### config.mk
export PLATFORM = sky130hd
export DESIGN_NAME = branch_predictor_flat
export DESIGN_NICKNAME = d
export VERILOG_FILES = /design/src/rtl/branch_predictor_pkg.sv /design/src/rtl/branch_predictor_if.sv /design/src/rtl/branch_predictor_sat_counter2.sv /design/src/rtl/branch_predictor.sv /design/src/flat_wrapper.sv
export SDC_FILE = /design/constraint.sdc
export NUM_CORES = 1
export LEC_CHECK = 0
export ABC_CLOCK_PERIOD_IN_PS = 4500
export BUFFER_PORTS_ARGS = -buffer_cell sky130_fd_sc_hd__buf_4
export CAP_MARGIN = 0
export CORE_MARGIN = 2
export CORE_UTILIZATION = 41
export DETAILED_ROUTE_END_ITERATION = 7
export GPL_TIMING_DRIVEN = 0
export PLACE_DENSITY_LB_ADDON = 0.3
export SYNTH_ARGS = -nofsm -noshare
export SYNTH_HDL_FRONTEND = slang
export SYNTH_SLANG_ARGS = --single-unit
### constraint.sdc
create_clock -name clk -period 4.5 [get_ports clk]
set_input_delay 1.125 -clock clk [delete_from_list [all_inputs] [get_ports clk]]
set_output_delay 1.125 -clock clk [all_outputs]
set_load 0.01 [all_outputs]
### src/rtl/branch_predictor_pkg.sv
// Shared widths and 2-bit counter encodings for the branch predictor slice.
package branch_predictor_pkg;

    localparam int DATA_W          = 32;
    localparam int ROB_ENTRY_W     = 4;
    localparam int ROB_ENTRIES     = 1 << ROB_ENTRY_W;
    localparam int BHT_ENTRIES_DEF = 16;
    localparam int BHT_IDX_W_DEF   = 4;
    localparam int STAT_W          = 32;

    typedef enum logic [1:0] {
        CTR_SNT = 2'b00,
        CTR_WNT = 2'b01,
        CTR_WT  = 2'b10,
        CTR_ST  = 2'b11
    } ctr_e;

endpackage : branch_predictor_pkg

### src/rtl/branch_predictor_if.sv
// Decoder / branch-ALU / ROB side bundle of the branch predictor.
interface branch_predictor_if;
    import branch_predictor_pkg::*;

    logic                   pred_req;
    logic [DATA_W-1:0]      pred_pc;
    logic [ROB_ENTRY_W-1:0] pred_rob_in;
    logic                   pred_valid;
    logic                   pred_taken;
    logic [ROB_ENTRY_W-1:0] pred_rob_out;
    logic                   res_valid;
    logic [ROB_ENTRY_W-1:0] res_rob_index;
    logic [1:0]             res_result;
    logic                   flush;
    logic                   mispred;
    logic [ROB_ENTRY_W-1:0] mispred_rob_index;
    logic [STAT_W-1:0]      stat_branches;
    logic [STAT_W-1:0]      stat_mispredicts;

    modport master (
        output pred_req, pred_pc, pred_rob_in,
        output res_valid, res_rob_index, res_result, flush,
        input  pred_valid, pred_taken, pred_rob_out,
        input  mispred, mispred_rob_index, stat_branches, stat_mispredicts
    );

    modport slave (
        input  pred_req, pred_pc, pred_rob_in,
        input  res_valid, res_rob_index, res_result, flush,
        output pred_valid, pred_taken, pred_rob_out,
        output mispred, mispred_rob_index, stat_branches, stat_mispredicts
    );

endinterface : branch_predictor_if

### src/rtl/branch_predictor_sat_counter2.sv
// Next-state function of a 2-bit saturating direction counter.
module sat_counter2
    import branch_predictor_pkg::*;
(
    input  logic [1:0] state_i,
    input  logic       taken_i,
    output logic [1:0] state_o
);

    always_comb begin
        state_o = state_i;
        if (taken_i) begin
            if (state_i != CTR_ST) state_o = state_i + 2'd1;
        end else begin
            if (state_i != CTR_SNT) state_o = state_i - 2'd1;
        end
    end

endmodule : sat_counter2

### src/rtl/branch_predictor.sv
// Bimodal branch predictor with per-ROB-slot pending table and mispredict pulse.
// Optional statistics counters are built only when BRA_PRED_STATS_EN is defined.
module branch_predictor
    import branch_predictor_pkg::*;
#(
    parameter int BHT_ENTRIES = BHT_ENTRIES_DEF,
    parameter int BHT_IDX_W   = BHT_IDX_W_DEF
)
(
    input  logic              clk,
    input  logic              rst,
    branch_predictor_if.slave bp
);

    typedef struct packed {
        logic                 valid;
        logic [BHT_IDX_W-1:0] bht_idx;
        logic                 pred;
    } pend_t;

    logic [1:0]             bht_q [BHT_ENTRIES];
    pend_t                  pend_q [ROB_ENTRIES];
    logic                   pred_valid_q;
    logic                   pred_taken_q;
    logic [ROB_ENTRY_W-1:0] pred_rob_q;
    logic                   mispred_q;
    logic [ROB_ENTRY_W-1:0] mispred_idx_q;

    logic [BHT_IDX_W-1:0]   lookup_idx;
    pend_t                  res_entry;
    logic                   res_hit;
    logic                   res_wrong;
    logic                   alloc;
    logic [1:0]             ctr_cur;
    logic [1:0]             ctr_d;

    assign lookup_idx = bp.pred_pc[BHT_IDX_W+1:2];
    assign res_entry  = pend_q[bp.res_rob_index];
    // A flush kills both the resolve and the allocation of its cycle.
    assign res_hit    = bp.res_valid & res_entry.valid & ~bp.flush;
    assign res_wrong  = bp.res_result[1] ^ bp.res_result[0];
    assign alloc      = bp.pred_req & ~bp.flush;
    assign ctr_cur    = bht_q[res_entry.bht_idx];

    sat_counter2 u_sat (
        .state_i (ctr_cur),
        .taken_i (bp.res_result[0]),
        .state_o (ctr_d)
    );

    // NOTE: the counter table is reset element by element so every entry starts weakly not-taken.
    always_ff @(posedge clk or negedge rst) begin
        if (!rst) begin
            for (int i = 0; i < BHT_ENTRIES; i++) bht_q[i] <= CTR_WNT;
        end else if (res_hit) begin
            bht_q[res_entry.bht_idx] <= ctr_d;
        end
    end

    always_ff @(posedge clk or negedge rst) begin
        if (!rst) begin
            for (int i = 0; i < ROB_ENTRIES; i++) pend_q[i] <= '0;
        end else if (bp.flush) begin
            for (int i = 0; i < ROB_ENTRIES; i++) pend_q[i].valid <= 1'b0;
        end else begin
            if (res_hit) pend_q[bp.res_rob_index].valid <= 1'b0;
            // NOTE: the later non-blocking write wins, so an allocation overwrites a same-slot resolve clear.
            if (alloc) begin
                pend_q[bp.pred_rob_in] <= '{valid: 1'b1, bht_idx: lookup_idx,
                                            pred: bht_q[lookup_idx][1]};
            end
        end
    end

    // Lookups read the pre-update counter because the table is written only at the edge.
    always_ff @(posedge clk or negedge rst) begin
        if (!rst) begin
            pred_valid_q  <= 1'b0;
            pred_taken_q  <= 1'b0;
            pred_rob_q    <= '0;
            mispred_q     <= 1'b0;
            mispred_idx_q <= '0;
        end else begin
            pred_valid_q <= alloc;
            if (alloc) begin
                pred_taken_q <= bht_q[lookup_idx][1];
                pred_rob_q   <= bp.pred_rob_in;
            end
            mispred_q <= res_hit & res_wrong;
            if (res_hit && res_wrong) mispred_idx_q <= bp.res_rob_index;
        end
    end

    assign bp.pred_valid        = pred_valid_q;
    assign bp.pred_taken        = pred_taken_q;
    assign bp.pred_rob_out      = pred_rob_q;
    assign bp.mispred           = mispred_q;
    assign bp.mispred_rob_index = mispred_idx_q;

`ifdef BRA_PRED_STATS_EN
    logic [STAT_W-1:0] stat_br_q;
    logic [STAT_W-1:0] stat_mp_q;

    always_ff @(posedge clk or negedge rst) begin
        if (!rst) begin
            stat_br_q <= '0;
            stat_mp_q <= '0;
        end else if (res_hit) begin
            stat_br_q <= stat_br_q + 32'd1;
            if (res_wrong) stat_mp_q <= stat_mp_q + 32'd1;
        end
    end

    assign bp.stat_branches    = stat_br_q;
    assign bp.stat_mispredicts = stat_mp_q;
`else
    assign bp.stat_branches    = '0;
    assign bp.stat_mispredicts = '0;
`endif

    logic unused_bits;
    assign unused_bits = ^{bp.pred_pc[DATA_W-1:BHT_IDX_W+2], bp.pred_pc[1:0], res_entry.pred};

endmodule : branch_predictor

### src/flat_wrapper.sv
// flat-port wrapper written by rule: the top's interface ports become plain ports
module branch_predictor_flat import branch_predictor_pkg::*;
#(
    parameter int BHT_ENTRIES = BHT_ENTRIES_DEF,
    parameter int BHT_IDX_W   = BHT_IDX_W_DEF
)
  (clk, rst, bp_pred_req, bp_pred_pc, bp_pred_rob_in, bp_res_valid, bp_res_rob_index, bp_res_result, bp_flush, bp_pred_valid, bp_pred_taken, bp_pred_rob_out, bp_mispred, bp_mispred_rob_index, bp_stat_branches, bp_stat_mispredicts);
  branch_predictor_if bp_i ();
  input  logic clk;
  input  logic rst;
  input wire logic [$bits(bp_i.pred_req)-1:0] bp_pred_req;
  input wire logic [$bits(bp_i.pred_pc)-1:0] bp_pred_pc;
  input wire logic [$bits(bp_i.pred_rob_in)-1:0] bp_pred_rob_in;
  input wire logic [$bits(bp_i.res_valid)-1:0] bp_res_valid;
  input wire logic [$bits(bp_i.res_rob_index)-1:0] bp_res_rob_index;
  input wire logic [$bits(bp_i.res_result)-1:0] bp_res_result;
  input wire logic [$bits(bp_i.flush)-1:0] bp_flush;
  output wire logic [$bits(bp_i.pred_valid)-1:0] bp_pred_valid;
  output wire logic [$bits(bp_i.pred_taken)-1:0] bp_pred_taken;
  output wire logic [$bits(bp_i.pred_rob_out)-1:0] bp_pred_rob_out;
  output wire logic [$bits(bp_i.mispred)-1:0] bp_mispred;
  output wire logic [$bits(bp_i.mispred_rob_index)-1:0] bp_mispred_rob_index;
  output wire logic [$bits(bp_i.stat_branches)-1:0] bp_stat_branches;
  output wire logic [$bits(bp_i.stat_mispredicts)-1:0] bp_stat_mispredicts;
  assign bp_i.pred_req = bp_pred_req;
  assign bp_i.pred_pc = bp_pred_pc;
  assign bp_i.pred_rob_in = bp_pred_rob_in;
  assign bp_i.res_valid = bp_res_valid;
  assign bp_i.res_rob_index = bp_res_rob_index;
  assign bp_i.res_result = bp_res_result;
  assign bp_i.flush = bp_flush;
  assign bp_pred_valid = bp_i.pred_valid;
  assign bp_pred_taken = bp_i.pred_taken;
  assign bp_pred_rob_out = bp_i.pred_rob_out;
  assign bp_mispred = bp_i.mispred;
  assign bp_mispred_rob_index = bp_i.mispred_rob_index;
  assign bp_stat_branches = bp_i.stat_branches;
  assign bp_stat_mispredicts = bp_i.stat_mispredicts;
  branch_predictor #(.BHT_ENTRIES(BHT_ENTRIES), .BHT_IDX_W(BHT_IDX_W)) u_core (.clk(clk), .rst(rst), .bp(bp_i));
endmodule
==> metrics.md <==
| Metric | Value |
|---|---|
| Async S/R FF share, synth | `100%` |
| Synthesized flop and latch total | `123` |
| Vias in the first global route | `4,230` |
| Routed wire length | `14,300 um` |
| Most used DFF post-synth | `dfrtp_1` |
| Total GRT Usage | `18.7%` |
| Nets | `661` |
| Leak Pwr | `3.73 nW` |
| Hold WS | `0.474 ns` |
| Worst IR Drop VDD | `0.314 mV` |
| # IOs | `122` |
| Cell variety after synth | `35` |
| N_diodes | `0` |
| Layout cells sized above 1 | `43.9%` |
| Max Transition Viols Final | `0` |
| Clock Latency Late Sink | `0.42 ns` |
| Die width | `129 um` |
| CP required | `4.79 ns` |
| Htree depth | `4` |
| Initial antenna violation count | `0` |
| GR Overflow Total | `0` |
| Initial Utilization | `42.0%` |
| Die height | `129 um` |
| Clk sinks | `123` |
| Power Dens Cells | `416 mW/mm2` |
| Skew final | `0.0115 ns` |
| Core area | `0.0152 mm2` |
| Area occupied by multi-input gates | `0.00286 mm2` |
| Routed via count | `4,152` |
| Fillers | `1,308` |
| Full die area | `0.0166 mm2` |
| Routability cong. | `0.829` |
| Worst hold path class | `reg2reg` |
| Area occupied by registers | `0.00310 mm2` |
| CTS tree | `yes` |
| Final min period | `4.33 ns` |
| Post-CTS Hold Buffers | `0` |
| Crit share post-route | `96.2%` |
| Avg Cell Area, Syn | `12.7 um2` |
| Postcts setup bufs | `0` |
| Critical Path Fanout Max | `10` |
| WL/cell | `17.6 um` |
| Least-Margin Pin Slew | `0.697 ns` |
| Most frequent cells in the layout | `dfrtp_1 (107), mux2_2 (97), buf_4 (90)` |
| Synthesis Warnings | `0` |
| Total of max-cap violations | `0` |
| Avg Vias per Cell | `5.09` |
| Drc violations | `0` |
| Cells after Synth | `505` |
| Status | `complete, no violations` |
| Final hold viol count | `0` |
| Post-synth EDFFs | `0` |
| Drt first pass iters | `4` |
| Total power | `3.22 mW` |
| Number of cell rows | `45` |
| Register area share after synthesis | `48.5%` |
| Setup violations, final | `0` |
| Worst-path clk slew | `0.05 ns` |
| Critical path endpoint category | `flop` |
| Critical Path Source Type | `input pin` |
| Achievable Freq | `0.231 GHz` |
| # port buffers | `26` |
| Post-CTS sizing | `0` |
| Worst Path Arrival | `4.62 ns` |
| Root buf cell | `clkbuf_16` |
| CP Class | `in2reg` |
| Initial DRC Count | `286` |
| RSZ-0062 raised after global routing | `no` |
| Largest net degree at the start of global routing | `94` |
| Slew HR | `53.5%` |
| DPL Wire Length | `10,300 um` |
| First-pass GRT wire length | `23,200 um` |
| Final ANT Viol Nets | `0` |
| Most common cell after layout, fill and taps aside | `dfrtp_1` |
| Clock Path Buffers | `2` |
| Num CTS Buffers | `17` |
| Synth Cell Area | `0.00639 mm2` |
| Layout area overhead | `21.0%` |
synthesized netlist by cell type (4+ instances only):
cell,number,share of area (%)
nand2b_1,4,0.39
dfrtp_1,107,42
clkbuf_1,20,1.2
mux4_2,26,9.2
o21ai_0,17,1.3
inv_1,11,0.65
a21oi_1,18,1.4
nor2_1,7,0.41
mux2_2,97,17
and3_1,9,0.88
nand2_1,62,3.6
a22oi_1,5,0.59
nor2b_1,5,0.49
buf_4,65,7.6
mux4_1,7,2.9
buf_6,4,0.70
dfstp_2,16,6.6
final cells by class:
class | count | share of cell area [%]
flip-flops and latches | 123 | 40.1
multi-input cells | 343 | 37.0
plain buffers | 91 | 8.14
clock buffers | 21 | 6.21
well taps | 188 | 3.04
repair buffers | 27 | 2.93
clock inverters | 11 | 2.14
inverters | 11 | 0.534
state kept, by name, summed over array words and instances (netlist names):
register                     flops
u_core.pend_q                   80
u_core.bht_q                    32
u_core.bp.mispred_rob_index      4
u_core.bp.pred_rob_out           4
u_core.bp.mispred                1
u_core.bp.pred_taken             1
u_core.bp.pred_valid             1
report_power, final:
group / internal [mW] / total, mW / switching (mW) / leakage (nW)
sequential: 1.23 / 1.30 / 0.0628 / 1.58
combinational: 0.243 / 0.455 / 0.212 / 1.85
clock: 0.981 / 1.46 / 0.484 / 0.307
cells by family (layout without fill, tap and decap cells):
kind of cell | Yosys count | count (layout) | synth area share, %
AO/OA/AOI/OAI | 43 | 43 | 3.68
XOR/XNOR | 1 | 1 | 0.137
adder cells (fa/ha/maj) | 2 | 2 | 0.352
buffers and inverters | 102 | 161 | 10.5
flip-flops | 123 | 123 | 48.5
multiplexers | 131 | 131 | 29.5
other | 1 | 64 | 0.0587
AND/OR/NAND/NOR | 102 | 102 | 7.28
metrics by stage:
step	util (%)	worst slack (ns)	instances	TNS (ns)	instance area, um2
after floorplan	-	0.525	568	0	6630
after global placement	46.4	-0.277	782	-4.81	7060
after detailed placement	46.6	-0.370	783	-7.09	7090
after CTS	50.9	0.0634	815	0	7730
after global routing	50.9	0.0161	815	0	7730
final	50.9	0.169	815	0	7730
metal layers:
| layer | vias to the layer above | global-route usage [%] | wire length [um] |
|---|---|---|---|
| li1 | 1891 | - | - |
| met1 | 2067 | 23.4 | 6010 |
| met2 | 166 | 31.1 | 7060 |
| met3 | 28 | 4.70 | 926 |
| met4 | 0 | 7.61 | 317 |
| met5 | - | 0 | 0 |
worst paths after layout:
kind                                                      from                        endpoint  slack (ns)  depth (start not counted)
worst max-delay path                       bp_res_rob_index[3]                 u_core.bht_q[5]        0.17                         11
min in group asynchronous                                  rst               u_core.pend_q[62]        0.58                          1
worst min register to register  u_core.bp.mispred_rob_index[2]  u_core.bp.mispred_rob_index[2]        0.47                          2
worst max register to register               u_core.pend_q[61]                 u_core.bht_q[5]        1.17                         10
worst min-delay path            u_core.bp.mispred_rob_index[2]  u_core.bp.mispred_rob_index[2]        0.47                          2
max in group asynchronous                                  rst                u_core.bht_q[28]        3.17                          2
critical path: stages:
cell and delay, ns:
clkbuf_1 0.36, clkbuf_1 0.55, mux4_2 0.44, mux4_2 0.60, buf_6 0.19, mux4_2 0.29
nand2_1 0.10, nand4_1 0.13, maj3_2 0.40, buf_6 0.17, mux2_2 0.26
(Power assumes the default switching activity.)
